===== src/rtl/mutex_grant_sync4.sv =====
// Clocked handshake stage behind a 4-way mutex arbiter tree: synchronizes and settles
// the asynchronous grants, then runs a per-channel 4-phase req/gnt handshake with clients.
module mutex_grant_sync4 #(
  parameter int unsigned SYNC_STAGES = 2,
  parameter int unsigned SETTLE      = 2,
  parameter int unsigned MAX_HOLD    = 16
) (
  input  logic       clk,
  input  logic       rst_n,
  input  logic [3:0] req_i,
  output logic [3:0] mx_req_o,
  input  logic [3:0] mx_gnt_i,
  output logic [3:0] gnt_o,
  output logic [3:0] timeout_o,
  output logic       err_o
);

  typedef enum logic [2:0] {
    ST_IDLE    = 3'd0,
    ST_ARB     = 3'd1,
    ST_GRANTED = 3'd2,
    ST_REL     = 3'd3,
    ST_WAITLOW = 3'd4
  } state_e;

  localparam logic [3:0] SETTLE_L = 4'(SETTLE);
  localparam logic [8:0] HOLD_L   = 9'(MAX_HOLD);
  localparam bit         HOLD_EN  = (MAX_HOLD != 32'd0);

  function automatic logic multi_hot(input logic [3:0] v);
    return (v & (v - 4'd1)) != 4'd0;
  endfunction

  logic [SYNC_STAGES-1:0] sync_q [4];
  logic [3:0]             sg_s;
  logic [3:0]             idle_now_s;
  state_e                 state_q  [4];
  state_e                 state_d  [4];
  logic [2:0]             settle_q [4];
  logic [2:0]             settle_d [4];
  logic [7:0]             hold_q   [4];
  logic [7:0]             hold_d   [4];
  logic [3:0]             idle_hi_q, idle_hi_d;
  logic [3:0]             mx_req_q, mx_req_d;
  logic [3:0]             gnt_q, gnt_d;
  logic [3:0]             timeout_q, timeout_d;
  logic                   err_q, err_d;

  // Raw mutex grants are only ever observed through these synchronizer chains
  always_ff @(posedge clk or negedge rst_n) begin
    if (!rst_n) begin
      for (int i = 0; i < 4; i++) sync_q[i] <= {SYNC_STAGES{1'b0}};
    end else begin
      for (int i = 0; i < 4; i++) sync_q[i] <= {sync_q[i][SYNC_STAGES-2:0], mx_gnt_i[i]};
    end
  end

  // Per-channel handshake FSMs, counters and the mutual-exclusion monitor
  always_comb begin
    sg_s       = 4'd0;
    idle_now_s = 4'd0;
    idle_hi_d  = 4'd0;
    mx_req_d   = 4'd0;
    gnt_d      = 4'd0;
    timeout_d  = 4'd0;
    for (int i = 0; i < 4; i++) begin
      sg_s[i]       = sync_q[i][SYNC_STAGES-1];
      state_d[i]    = state_q[i];
      settle_d[i]   = settle_q[i];
      hold_d[i]     = hold_q[i];
      idle_now_s[i] = (state_q[i] == ST_IDLE);
      idle_hi_d[i]  = idle_now_s[i] & sg_s[i];
      case (state_q[i])
        ST_IDLE: begin
          if (req_i[i]) begin
            state_d[i]  = ST_ARB;
            settle_d[i] = 3'd0;
          end else begin
            state_d[i] = ST_IDLE;
          end
        end
        ST_ARB: begin
          if (!req_i[i]) begin
            state_d[i] = ST_REL;
          end else if (sg_s[i]) begin
            if (({1'b0, settle_q[i]} + 4'd1) == SETTLE_L) begin
              state_d[i] = ST_GRANTED;
              hold_d[i]  = 8'd0;
            end else begin
              settle_d[i] = settle_q[i] + 3'd1;
            end
          end else begin
            settle_d[i] = 3'd0;
          end
        end
        ST_GRANTED: begin
          if (!req_i[i]) begin
            state_d[i] = ST_REL;
          end else if (HOLD_EN && (({1'b0, hold_q[i]} + 9'd1) == HOLD_L)) begin
            state_d[i]   = ST_WAITLOW;
            timeout_d[i] = 1'b1;
          end else if (hold_q[i] != 8'hFF) begin
            hold_d[i] = hold_q[i] + 8'd1;
          end else begin
            hold_d[i] = hold_q[i];
          end
        end
        ST_WAITLOW: begin
          if (!req_i[i]) state_d[i] = ST_REL;
          else           state_d[i] = ST_WAITLOW;
        end
        ST_REL: begin
          // Wait for the tree to actually drop its grant before re-arming
          if (!sg_s[i]) state_d[i] = ST_IDLE;
          else          state_d[i] = ST_REL;
        end
        default: state_d[i] = ST_IDLE;
      endcase
      mx_req_d[i] = (state_d[i] == ST_ARB) || (state_d[i] == ST_GRANTED);
      gnt_d[i]    = (state_d[i] == ST_GRANTED);
    end
    err_d = err_q | multi_hot(sg_s) | (|(idle_hi_q & sg_s & idle_now_s));
  end

  // State, counters and registered outputs
  always_ff @(posedge clk or negedge rst_n) begin
    if (!rst_n) begin
      for (int i = 0; i < 4; i++) begin
        state_q[i]  <= ST_IDLE;
        settle_q[i] <= 3'd0;
        hold_q[i]   <= 8'd0;
      end
      idle_hi_q <= 4'd0;
      mx_req_q  <= 4'd0;
      gnt_q     <= 4'd0;
      timeout_q <= 4'd0;
      err_q     <= 1'b0;
    end else begin
      for (int i = 0; i < 4; i++) begin
        state_q[i]  <= state_d[i];
        settle_q[i] <= settle_d[i];
        hold_q[i]   <= hold_d[i];
      end
      idle_hi_q <= idle_hi_d;
      mx_req_q  <= mx_req_d;
      gnt_q     <= gnt_d;
      timeout_q <= timeout_d;
      err_q     <= err_d;
    end
  end

  assign mx_req_o  = mx_req_q;
  assign gnt_o     = gnt_q;
  assign timeout_o = timeout_q;
  assign err_o     = err_q;

endmodule


===== config.mk =====
export PLATFORM = sky130hd
export DESIGN_NAME = mutex_grant_sync4
export DESIGN_NICKNAME = d
export VERILOG_FILES = /design/src/rtl/mutex_grant_sync4.sv
export SDC_FILE = /design/constraint.sdc
export NUM_CORES = 1
export LEC_CHECK = 0
export ABC_AREA = 1
export ABC_CLOCK_PERIOD_IN_PS = 1550
export BUFFER_PORTS_ARGS = -buffer_cell sky130_fd_sc_hd__buf_4
export CAP_MARGIN = 20
export CORE_UTILIZATION = 47
export DETAILED_ROUTE_END_ITERATION = 16
export GPL_TIMING_DRIVEN = 0
export PLACE_DENSITY_LB_ADDON = 0.05
export RECOVER_POWER = 25
export SLEW_MARGIN = 5
export SYNTH_ARGS = -nofsm -noshare
export SYNTH_HDL_FRONTEND = slang
export SYNTH_SLANG_ARGS = --single-unit

===== constraint.sdc =====
create_clock -name clk -period 1.55 [get_ports clk]
set_input_delay 0.2325 -clock clk [delete_from_list [all_inputs] [get_ports clk]]
set_output_delay 0.2325 -clock clk [all_outputs]
set_load 0.02 [all_outputs]

======== After elaboration in Yosys (flattened, before gate mapping) ========
Index checks and enable logic that the tools add are counted.
word-level totals
  input port bits ......................... 10
  word-level logic and storage cells ...... 237
  output and inout port bits .............. 13
  register bits after elaboration ......... 81
operators by class
  reduce and logical (&&, ||, !) cells .... 26
  bitwise gates (word level) .............. 9
  equal/unequal tests ..................... 68
  mux-type cells .......................... 96
  $add $sub $neg .......................... 17
operators with widths
  operator                                                         number
  8-bit 2-to-1 mux                                                 24
  3-bit 2-to-1 mux                                                 40
  8-bit case mux with 2 select lines                               4
  3-bit case mux with 5 select lines                               4
  2-bit != test, second input constant                             28
  8-bit by 1-bit adder with 9-bit output, second input constant    4
  3-bit by 2-bit == test with 1-bit output, second input constant  12
  9-bit by 5-bit == test with 1-bit output, second input constant  4
  8-bit by 1-bit adder with 8-bit output, second input constant    4
  8-bit != test, second input constant                             4
  7-bit AND reduction                                              4
  3-bit by 1-bit == test with 1-bit output, second input constant  8
  3-bit case mux with 2 select lines                               4
  3-bit by 1-bit adder with 4-bit output, second input constant    4
  4-bit by 2-bit == test with 1-bit output, second input constant  4
  1-bit 2-to-1 mux                                                 16
  4-bit AND reduction                                              4
  2-bit nonzero test                                               8
  3-bit by 1-bit adder with 3-bit output, second input constant    4
  4-bit AND                                                        3
  3-bit == test, second input constant                             4
  3-bit logical NOT                                                4
  3-bit != test, second input constant                             4
  2-bit 2-to-1 mux                                                 4
  other kinds (6)                                                  13

======== Longest topological paths before layout ========
Gate-level depths: netlist of the first run.
  depth after elaboration ................. 8
  gate-level depth with buffers ........... 13
  mapped depth without buffers ............ 13

======== Worst setup path before layout of the first run ========
OpenSTA, ideal clock, no wires.
  kind .................................... reg-to-reg
  start point ............................. register settle_q[9] (netlist bit)
  end point ............................... register hold_q[29] (netlist bit)
  setup time .............................. 0.117 ns
  stages on the path, launching flop included .. 10
  path slack .............................. -0.073 ns
  arrival ................................. 1.506 ns
  period minus slack after synthesis ...... 1.623 ns
  data required time ...................... 1.433 ns
  path buffers ............................ 0
  cell sequence ........................... dfrtp_1 > ha_1 > xnor2_1 > nand3b_1 > nand2_1 > nand3_1 > nor2_4 > nand2_2 > nand2_1 > nand2_1
on the way
  longest elaborated chain between the ends .. 4
RTL lines
  what                                      line  text
  start: declaration                        39    logic [2:0] settle_q [4];
  start signal: indexed assignment          141   settle_q[i] <= settle_d[i];
  3-bit by 1-bit adder with 4-bit output    86    if (({1'b0, settle_q[i]} + 4'd1) == SETTLE_L) begin
  4-bit by 2-bit == test with 1-bit output  86
  2-bit != test (no source line)            -
  7-bit AND reduction (no source line)      -
  end signal: indexed assignment            142   hold_q[i] <= hold_d[i];
  end: declaration                          41    logic [7:0] hold_q [4];
Every way passes these cells.
A chain may end at the register's enable or synchronous reset.

======== Worst setup path in the final report of the first run ========
  start point ............................. register hold_q[24] (netlist bit)
  end point ............................... register hold_q[25] (netlist bit)
on the way
  longest elaborated chain between the ends .. 5
  elaborated cells between the ends (all ways) .. 11
  those cells by class .................... 2 x add/sub; 4 x eq/ne; 4 x mux; 1 x reduce/logical
RTL lines
  what
  parallel branches: the longest is 5 deep, another holds 8-bit by 1-bit adder with 9-bit output
Several ways; the timed one is not identified. The select of a mux whose other input is x is not followed.

==> results of run 1 <==
[registers in the layout, indices dropped and copies added (netlist names)]
signal / count
hold_q: 32
err_o: 1
settle_q: 12
mx_req_o: 4
state_q: 12
idle_hi_q: 4
gnt_o: 4
sync_q: 4
timeout_o: 4
sg_s: 4
[metal layers]
metal / global-route usage / up-vias
met5: 0 / -
met3: 0.02830 / 12
met1: 0.2778 / 1988
li1: - / 2106
met4: 0.06912 / 0
met2: 0.3493 / 48
[power by group through the flow]
stage / Combinational [mW] / Sequential [mW] / Clock [mW]
6_report: 3.96 / 2.85 / 1.68
3_5_place_dp: 2.63 / 2.89 / 0
5_1_grt: 4.40 / 2.90 / 1.82
4_1_cts: 3.39 / 2.83 / 1.74
2_1_floorplan: 1.87 / 2.94 / 0
3_3_place_gp: 2.59 / 2.88 / 0
[worst reg2reg max path: stages (launching register included)]
cell	delay, ns
dfrtp_2	0.42
buf_6	0.12
inv_1	0.07
nor2_4	0.15
nand2_1	0.08
nand2_1	0.10
nand3_2	0.08
nor2_2	0.15
nand3_2	0.16
buf_6	0.18
nand3b_1	0.07
nand2_1	0.05
[how the worst max path moves through the flow]
stage / startpoint / endpoint / cells after the start
after CTS: hold_q[25] / hold_q[25] / 11
after detailed placement: settle_q[0] / hold_q[1] / 9
after floorplan: hold_q[24] / hold_q[25] / 12
after global routing: hold_q[24] / hold_q[28] / 11
after global placement: settle_q[0] / hold_q[2] / 9
final: hold_q[24] / hold_q[25] / 11
[cells by family after synthesis]
group | share of synthesized area
AO/OA/AOI/OAI | 0.05940
XOR/XNOR | 0.01498
adder cells (fa/ha/maj) | 0.03745
buffers and inverters | 0.06876
flip-flops | 0.4334
multiplexers | 0.004281
AND/OR/NAND/NOR | 0.3818
[metrics by stage]
| stage | setup TNS [ns] | worst slack, ns | utilization | instance area, um^2 | hold slack (ns) |
|---|---|---|---|---|---|
| floorplan | -0.004931 | -0.004931 | - | 4725 | -0.06309 |
| global placement | -7.151 | -0.2278 | 0.5197 | 5056 | 0.3320 |
| detailed placement | -8.425 | -0.2373 | 0.5197 | 5056 | 0.3347 |
| CTS | -2.178 | -0.1171 | 0.6024 | 5861 | 0.09364 |
| global route | -9.882 | -0.2615 | 0.6543 | 6366 | 0.1144 |
| finish | -4.359 | -0.1839 | 0.6543 | 6366 | 0.1156 |
[cells in the final DEF (no fill, tap or decap), types with 10 or more instances in the layout]
master	n
nand2_1	137
nand2_2	50
nor2_2	14
nand4_1	27
a21oi_1	12
dfrtp_1	70
nor2_1	32
inv_1	63
nor2_4	16
inv_2	15
buf_6	20
o21ai_0	10
dfrtp_2	11
buf_4	51
nand3_1	26
nand3_2	15
[cell type report]
type	instances	area share
multi-input combinational	430	0.4497
sequential	81	0.3206
clock inverter	6	0.01297
clock buffer	10	0.02005
tap	133	0.02614
timing repair buffer	83	0.1191
buffer	2	0.003538
inverter	80	0.04796
[timing repair]
action                                  in CTS  in global routing
endpoints found under the setup margin      60                 66
hold endpoints to repair                     4                 24
resized for setup                           66                101
pin swaps                                   51                 63
cloned                                       0                  1
buffers inserted                            36                 18
hold buffers                                 4                  1
==> impl_metrics.env, run 1 <==
export IMPL_fmax_mhz=576.7
export IMPL_clkTransAtPathRegs_ns=0.08
export IMPL_reg2reg_from="hold_q[24]"
export IMPL_finalMaxSlewViolations=0
export IMPL_routed_top_layer="met4"
export IMPL_wl_met1_um=4958
export IMPL_power_mw=8.499
export IMPL_antenna_found_initial=0
export IMPL_ys_async_sr_fraction=1.000
export IMPL_portBuffers=22
export IMPL_final_nets=711
export IMPL_wl_met2_um=5331
export IMPL_synth_area_um2=4677
export IMPL_cp_common_cell="nand2_1"
export IMPL_holdCritStartpoint="req_i[1]"
export IMPL_cp_slowest_stage_delay_ns=0.42
export IMPL_yosysTopAreaCell="dfrtp_1"
export IMPL_worst_path_max_fanout=5
export IMPL_yosys_top_cells_area="dfrtp_1 (43%), nand2_1 (15%), inv_1 (5.8%), nand3_1 (4.3%), nor2_1 (3.8%)"
export IMPL_p_sw_mw=3.470
export IMPL_hold_path_depth=2
export IMPL_synthTopCellsByCount="nand2_1 (187), dfrtp_1 (81), inv_1 (72)"
export IMPL_seqPwrFrac=0.336
export IMPL_globalRouteOverflowTotal=0
export IMPL_grt_pass1_wl_um=17190
export IMPL_synth_distinct_cells=39
export IMPL_cts_sinks=81
export IMPL_ant_nets=0
export IMPL_hold_class="in -> reg"
export IMPL_dominantRegCellSynth="dfrtp_1"
export IMPL_fillers=832
export IMPL_htree_levels=3
export IMPL_wl_met3_um=211
export IMPL_grt_start_max_net_pins=82
export IMPL_peakVddDrop_mv=0.7158
export IMPL_diodes=0
export IMPL_rsz0062_at_grt="true"
export IMPL_holdPathEnd="state_q[6]"
export IMPL_yosysWarnings=0
export IMPL_yosysMostFrequentCell="nand2_1"
export IMPL_p_per_area_nw_per_um2=1335
export IMPL_p_leak_nw=2.995
export IMPL_setup_slack_ns=-0.1839
export IMPL_violations="setup timing"
export IMPL_row_count=36
export IMPL_swShare=0.4083
export IMPL_clockRootBuffer="clkbuf_8"
export IMPL_setup_viol=43
export IMPL_slew_headroom=0.5289
export IMPL_crit_type="reg -> reg"
export IMPL_grt_pass1_vias=3904
export IMPL_core_area_um2=9729
export IMPL_hold_viol=0
export IMPL_placed_cells=748
export IMPL_yosysSeqAreaShare=0.4334
export IMPL_r2r_cells=11
export IMPL_power_frac_clock=0.198
export IMPL_die_area_um2=10350
export IMPL_cp_top_family="simple AND/OR/NAND/NOR gates"
export IMPL_clkLatencyLatePin_ns=0.35
export IMPL_die_w_um=101.8
export IMPL_die_height_um=101.8
export IMPL_synth_edf_count=0
export IMPL_start_kind="flop"
export IMPL_status="complete, but fails checks"
export IMPL_drive_gt1_frac=0.3931
export IMPL_drt_iter0_markers=103
export IMPL_final_instance_count_excl_fill=825
export IMPL_wl_per_cell_um=12.86
export IMPL_synth_top_area_frac=0.4334
export IMPL_ctsLongestPathBuffers=2
export IMPL_dp_hpwl_um=6380
export IMPL_netlist_instances=593
export IMPL_place_gp_congestion=0.8054
export IMPL_regArea_um2=2041
export IMPL_slowest_stage="dfrtp_2"
export IMPL_tightest_slew_ns=0.7067
export IMPL_synth_seq_cells=81
export IMPL_multi_input_area_um2=2863
export IMPL_cp_num_buf_inv=3
export IMPL_cts_tree="yes"
export IMPL_maxCapViolCount=0
export IMPL_required_ns=1.80
export IMPL_reg2reg_to="hold_q[25]"
export IMPL_min_period_ns=1.734
export IMPL_crit_arrival_ns=1.98
export IMPL_synth_avg_cell_area_um2=7.887
export IMPL_p_int_mw=5.029
export IMPL_reg2reg_slack_ns=-0.18
export IMPL_synth_fp_nets=617
export IMPL_path_cells="buf_6 > inv_1 > nor2_4 > nand2_1 > nand2_1 > nand3_2 > nor2_2 > nand3_2 > buf_6 > nand3b_1 > nand2_1"
export IMPL_vias=4154
export IMPL_clock_skew_final_ns=0.01243
export IMPL_first_pass_iters=4
export IMPL_numCtsBuffers=9
export IMPL_drc=0
export IMPL_cp_end_kind="flop"
export IMPL_area_delta_synth_final_pct=36.12
export IMPL_p_comb_frac=0.466
export IMPL_routed_wl_um=10610
export IMPL_avgViaCountPerCell=5.035
export IMPL_boundaryPins=23
export IMPL_start_util=0.4807
export IMPL_timing_final_crit_share=1.119
export IMPL_track_usage=0.2083
No activity file was read; power rests on OpenSTA's default activity.
==> inputs of run 2 (changes only) <==
--- a/config.mk
+++ b/config.mk
@@ -5,7 +5,7 @@
 export SDC_FILE = /design/constraint.sdc
 export NUM_CORES = 1
 export LEC_CHECK = 0
-export ABC_AREA = 1
+export ABC_AREA = 0
 export ABC_CLOCK_PERIOD_IN_PS = 1550
 export BUFFER_PORTS_ARGS = -buffer_cell sky130_fd_sc_hd__buf_4
 export CAP_MARGIN = 20
==> impl_metrics.env, run 2 <==
export IMPL_reg2reg_to="settle_q[7]"
export IMPL_layout_commonest_cell="buf_4"
export IMPL_synth_avg_cell_area_um2=9.684
export IMPL_core_area_um2=9196
export IMPL_numCtsBuffers=9
export IMPL_netlist_instances=457
export IMPL_synth_seq_cells=81
export IMPL_hold_worst_slack_ns=0.1739
export IMPL_reg_largest_list="hold_q x32, settle_q x12, state_q x12"
export IMPL_start_util=0.4812
export IMPL_worst_path_max_fanout=3
export IMPL_diodes=0
export IMPL_reg2reg_slack_ns=-0.39
export IMPL_yosysTopAreaCell="dfrtp_1"
export IMPL_clockRootBuffer="clkbuf_8"
export IMPL_fmax_mhz=514.8
export IMPL_final_nets=582
export IMPL_reg2reg_from="settle_q[6]"
export IMPL_post_dp_cell_area_um2=5022
export IMPL_track_usage=0.2202
export IMPL_yosys_top_cells_area="dfrtp_1 (46%), ha_1 (4.0%), nand2_1 (3.9%), o21ai_0 (3.3%), nor2_1 (2.8%)"
export IMPL_p_per_area_nw_per_um2=1585
export IMPL_ant_nets=0
export IMPL_setup_slack_ns=-0.3923
export IMPL_wl_per_cell_um=15.48
export IMPL_holdPathEnd="state_q[8]"
export IMPL_maxCapViolCount=0
export IMPL_final_cell_mix="buf_4 (69), dfrtp_1 (66), nand2_1 (38), nor2_1 (24), buf_6 (18)"
export IMPL_hold_path_depth=2
export IMPL_drive_gt1_frac=0.4636
export IMPL_dominantRegCellSynth="dfrtp_1"
export IMPL_vias=3863
export IMPL_setup_viol=60
export IMPL_crit_arrival_ns=2.19
export IMPL_wl_met3_um=288
export IMPL_hold_viol=0
export IMPL_antenna_found_initial=0
export IMPL_synth_fp_nets=481
export IMPL_drc=0
export IMPL_synth_top_area_frac=0.4580
export IMPL_synth_distinct_cells=72
export IMPL_wl_met1_um=4638
export IMPL_slew_headroom=0.5473
export IMPL_violations="setup timing"
export IMPL_rsz0062_at_grt="true"
export IMPL_yosysSeqAreaShare=0.4580
export IMPL_boundaryPins=23
export IMPL_grt_pass1_wl_um=17340
export IMPL_avgViaCountPerCell=5.731
export IMPL_required_ns=1.80
export IMPL_synth_area_um2=4425
export IMPL_start_kind="flop"
export IMPL_p_leak_nw=2.688
export IMPL_grt_pass1_vias=3779
export IMPL_area_delta_synth_final_pct=45.43
export IMPL_synthTopCellsByCount="dfrtp_1 (81), nand2_1 (46), nor2_1 (33)"
export IMPL_r2r_cells=7
export IMPL_status="complete, but fails checks"
export IMPL_globalRouteOverflowTotal=0
export IMPL_clkTransAtPathRegs_ns=0.09
export IMPL_top_register="hold_q"
export IMPL_first_pass_iters=4
export IMPL_fin_area_um2=6436
export IMPL_placed_cells=590
export IMPL_tightest_slew_ns=0.6776
export IMPL_grt_start_max_net_pins=82
export IMPL_dp_hpwl_um=6023
export IMPL_largest_reg_flops=32
export IMPL_die_w_um=99.04
export IMPL_ctsLongestPathBuffers=2
export IMPL_timing_final_crit_share=1.253
export IMPL_cp_end_kind="flop"
export IMPL_fillers=698
export IMPL_final_instance_count_excl_fill=674
export IMPL_synth_edf_count=0
export IMPL_yosysWarnings=0
export IMPL_die_area_um2=9808
export IMPL_yosysMostFrequentCell="dfrtp_1"
export IMPL_ys_async_sr_fraction=1.000
export IMPL_row_count=35
export IMPL_peakVddDrop_mv=0.7938
export IMPL_finalMaxSlewViolations=0
export IMPL_routed_wl_um=10430
export IMPL_htree_levels=3
export IMPL_cts_tree="yes"
export IMPL_routed_top_layer="met4"
export IMPL_hold_class="in -> reg"
export IMPL_die_height_um=99.04
export IMPL_crit_type="reg -> reg"
export IMPL_clkLatencyLatePin_ns=0.36
export IMPL_min_period_ns=1.942
export IMPL_cts_sinks=81
export IMPL_place_gp_congestion=0.8100
export IMPL_holdCritStartpoint="req_i[1]"
export IMPL_clock_skew_final_ns=0.01146
export IMPL_wl_met2_um=5398
export IMPL_portBuffers=22
export IMPL_drt_iter0_markers=86
run 2: cell types whose count changed after synthesis, sizes merged, moves of 12 or more:
cell	delta
inv	-60
nand2	-152
nand2b	+13
nand3	-27
nand4	-25
nor2	-30
o31ai	+12
run 2: metrics by stage:
| step | utilization | power [mW] | worst slack [ns] | TNS (ns) |
|---|---|---|---|---|
| 6_report | 0.6999 | 10.20 | -0.3923 | -13.94 |
| 3_3_place_gp | 0.5461 | 6.349 | -0.5957 | -18.89 |
| 4_1_cts | 0.6574 | 9.562 | -0.4050 | -13.44 |
| 2_1_floorplan | - | 5.650 | -0.3234 | -8.251 |
| 3_5_place_dp | 0.5461 | 6.436 | -0.6201 | -20.55 |
| 5_1_grt | 0.6999 | 10.89 | -0.4676 | -19.55 |
run 2: kinds of logic (layout without fill, tap and decap cells):
group,after synthesis,in the layout,synth area share
AO/OA/AOI/OAI,124,124,0.2005
adder cells (fa/ha/maj),15,15,0.04184
multiplexers,8,8,0.01951
buffers and inverters,34,140,0.03449
flip-flops,81,81,0.4580
XOR/XNOR,14,14,0.02771
AND/OR/NAND/NOR,181,181,0.2180
run 2: cell type report:
type | count | area (um^2) | area share
sequential | 81 | 2046 | 0.3178
buffer | 11 | 103.9 | 0.01614
inverter | 20 | 78.83 | 0.01225
timing repair buffer | 93 | 807.0 | 0.1254
multi-input combinational | 342 | 3025 | 0.4701
tap | 111 | 138.9 | 0.02158
clock buffer | 11 | 151.4 | 0.02352
clock inverter | 5 | 85.08 | 0.01322
run 2: routing by layer:
layer | vias up | track usage
met3 | 10 | 0.05177
li1 | 1871 | -
met1 | 1928 | 0.2803
met2 | 54 | 0.3760
met4 | 0 | 0.05970
met5 | - | 0
run 2: worst max-delay path, stage by stage, from the launching register on:
cell	delay, ns
dfrtp_2	0.43
buf_12	0.11
ha_4	0.13
nand3_4	0.09
o22a_1	0.23
o32a_1	0.38
nand2_2	0.12
mux2_2	0.34
run 2: timing repair:
action | CTS | global route
buffers inserted | 47 | 18
endpoints found under the setup margin | 64 | 65
resized for setup | 81 | 62
endpoints found under the hold margin | 4 | 22
cloned | 2 | 0
pin swaps | 36 | 35
hold buffers | 4 | 1
run 2: power by group:
part	leakage (nW)	internal, mW	total, mW	switching, mW
Clock	0.117	1.01	1.82	0.812
Combinational	1.54	2.64	5.25	2.61
Sequential	1.03	2.63	3.14	0.511
Total	2.69	6.27	10.2	3.93
run 2: worst max path at each step:
stage	end	from	slack [ns]
after floorplan	hold_q[22]	settle_q[6]	-0.32
after global placement	hold_q[18]	hold_q[16]	-0.60
after detailed placement	hold_q[18]	hold_q[16]	-0.62
after CTS	hold_q[22]	settle_q[6]	-0.41
after global routing	hold_q[22]	settle_q[7]	-0.47
final	settle_q[7]	settle_q[6]	-0.39
==> inputs of run 3 (changes only) <==
--- a/config.mk
+++ b/config.mk
@@ -6,7 +6,7 @@
 export NUM_CORES = 1
 export LEC_CHECK = 0
 export ABC_AREA = 0
-export ABC_CLOCK_PERIOD_IN_PS = 1550
+export ABC_CLOCK_PERIOD_IN_PS = 2350
 export BUFFER_PORTS_ARGS = -buffer_cell sky130_fd_sc_hd__buf_4
 export CAP_MARGIN = 20
 export CORE_UTILIZATION = 47
==> constraint.sdc (replaced) <==
create_clock -name clk -period 2.35 [get_ports clk]
set_input_delay 0.3525 -clock clk [delete_from_list [all_inputs] [get_ports clk]]
set_output_delay 0.3525 -clock clk [all_outputs]
set_load 0.02 [all_outputs]
==> impl_metrics.env, run 3 (synthesis results as in run 2) <==
export IMPL_status="completed"
export IMPL_routed_top_layer="met4"
export IMPL_finalMaxSlewViolations=0
export IMPL_numCtsBuffers=9
export IMPL_drt_iter0_markers=144
export IMPL_row_count=35
export IMPL_first_pass_iters=5
export IMPL_boundaryPins=23
export IMPL_top_register="hold_q"
export IMPL_routed_wl_um=8470
export IMPL_grt_pass1_wl_um=14900
export IMPL_hold_viol=0
export IMPL_final_instance_count_excl_fill=610
export IMPL_track_usage=0.1881
export IMPL_place_gp_congestion=0.7949
export IMPL_die_area_um2=9808
export IMPL_hold_class="in -> reg"
export IMPL_required_ns=2.60
export IMPL_clkLatencyLatePin_ns=0.35
export IMPL_start_kind="flop"
export IMPL_cp_num_buf_inv=1
export IMPL_setup_viol=0
export IMPL_maxCapViolCount=0
export IMPL_fillers=826
export IMPL_rsz0062_at_grt="false"
export IMPL_wl_per_cell_um=13.89
export IMPL_clockRootBuffer="clkbuf_8"
export IMPL_vias=3472
export IMPL_fmax_mhz=451.7
export IMPL_worst_path_stages=8
export IMPL_antenna_found_initial=0
export IMPL_cts_tree="yes"
export IMPL_die_w_um=99.04
export IMPL_cp_slowest_stage_delay_ns=0.42
export IMPL_largest_reg_flops=32
export IMPL_portBuffers=22
export IMPL_drc=0
export IMPL_grt_pass1_vias=3302
export IMPL_cts_sinks=81
export IMPL_final_nets=520
export IMPL_wl_met2_um=3820
export IMPL_tightest_slew_ns=0.9516
export IMPL_path_cells="ha_1 > nor2_1 > a21oi_1 > o31ai_2 > o2111ai_4 > or2_0 > buf_2 > o41ai_2"
export IMPL_clock_skew_final_ns=0.01360
export IMPL_wl_met1_um=4298
export IMPL_crit_type="reg -> reg"
export IMPL_timing_final_crit_share=0.9420
export IMPL_start_util=0.4812
export IMPL_peakVddDrop_mv=0.4617
export IMPL_dp_hpwl_um=5753
export IMPL_cp_top_family="compound AO/OA/AOI/OAI gates"
export IMPL_wl_met3_um=243
export IMPL_slew_headroom=0.3656
export IMPL_clkTransAtPathRegs_ns=0.08
export IMPL_min_period_ns=2.214
export IMPL_area_delta_synth_final_pct=12.92
export IMPL_htree_levels=3
export IMPL_p_leak_nw=2.145
export IMPL_hold_worst_slack_ns=0.1290
export IMPL_r2r_cells=8
export IMPL_drive_gt1_frac=0.1703
export IMPL_ctsLongestPathBuffers=2
export IMPL_p_per_area_nw_per_um2=997.2
export IMPL_reg_largest_list="hold_q x32, settle_q x12, state_q x12"
export IMPL_globalRouteOverflowTotal=0
export IMPL_hold_path_depth=1
export IMPL_grt_start_max_net_pins=82
export IMPL_layout_commonest_cell="dfrtp_1"
export IMPL_cp_end_kind="flop"
export IMPL_worst_path_max_fanout=8
export IMPL_crit_arrival_ns=2.46
export IMPL_die_height_um=99.04
export IMPL_final_cell_mix="dfrtp_1 (81), nand2_1 (46), nor2_1 (33), o21ai_0 (29)"
export IMPL_avgViaCountPerCell=5.692
export IMPL_diodes=0
export IMPL_slowest_stage="dfrtp_1"
export IMPL_placed_cells=590
export IMPL_core_area_um2=9196
export IMPL_ant_nets=0
run 3: changes by cell type in the layout (fill, tap and decap cells not counted), moves of 8 or more:
cell | previous run | this run
buf_6 | 18 | 1
dfrtp_1 | 66 | 81
nor2_1 | 24 | 33
buf_4 | 69 | 22
nand2_1 | 38 | 46
dfrtp_2 | 15 | 0
a21oi_1 | 13 | 22
o21ai_0 | 15 | 29
o21ai_2 | 9 | 1
ha_1 | 4 | 14
run 3: routing by layer:
layer | track usage | up-vias
met3 | 0.04823 | 9
met4 | 0.05970 | 0
met1 | 0.2581 | 1680
met2 | 0.2916 | 41
li1 | - | 1742
met5 | 0 | -
run 3: path summary, 6_finish.rpt:
kind / startpoint / end / slack (ns)
worst max-delay path: settle_q[6] / hold_q[22] / 0.14
worst min-delay path: mx_gnt_i[0] / sync_q[6] / 0.13
worst max register to register: settle_q[6] / hold_q[22] / 0.14
worst min register to register: sync_q[0] / sg_s[3] / 0.35
max in group asynchronous: rst_n / state_q[8] / 0.92
min in group asynchronous: rst_n / hold_q[8] / 0.68
run 3: what timing repair did:
item	in CTS	in global routing
hold endpoints to repair	0	16
buffers inserted	0	4
pin swaps	0	2
resized for setup	1	7
setup endpoints to repair	1	29
hold buffers	0	1
run 3: worst register-to-register path: stages, from the launching register on:
cell and delay, ns:
dfrtp_1 0.42, ha_1 0.25, nor2_1 0.15, a21oi_1 0.08, o31ai_2 0.30, o2111ai_4 0.23
or2_0 0.24, buf_2 0.17, o41ai_2 0.27
run 3: area by class of cell:
| type | instances | area [um^2] | area share |
|---|---|---|---|
| multi-input cells | 342 | 2273 | 0.4549 |
| flip-flops and latches | 81 | 2027 | 0.4056 |
| repair buffers | 28 | 222.7 | 0.04457 |
| well taps | 111 | 138.9 | 0.02779 |
| clock buffers | 10 | 137.6 | 0.02754 |
| plain buffers | 14 | 77.57 | 0.01552 |
| inverters | 20 | 75.07 | 0.01502 |
| clock inverters | 4 | 45.04 | 0.009014 |
run 3: power breakdown:
| group | switching [mW] | internal (mW) |
|---|---|---|
| registers | 0.282 | 1.72 |
| clock network | 0.474 | 0.503 |
| logic | 1.16 | 0.846 |
| total | 1.92 | 3.07 |
run 3: stage by stage:
stage | instance area [um^2] | setup slack, ns | utilization | TNS, ns | total power, mW
after global routing | 4997 | 0.004706 | 0.5434 | 0 | 5.402
after floorplan | 4425 | 0.3359 | - | 0 | 3.444
final | 4997 | 0.1362 | 0.5434 | 0 | 4.983
after global placement | 4730 | -0.01280 | 0.5143 | -0.01280 | 3.898
after detailed placement | 4730 | 0.02503 | 0.5143 | 0 | 3.951
after CTS | 4916 | 0.0006928 | 0.5346 | 0 | 4.963
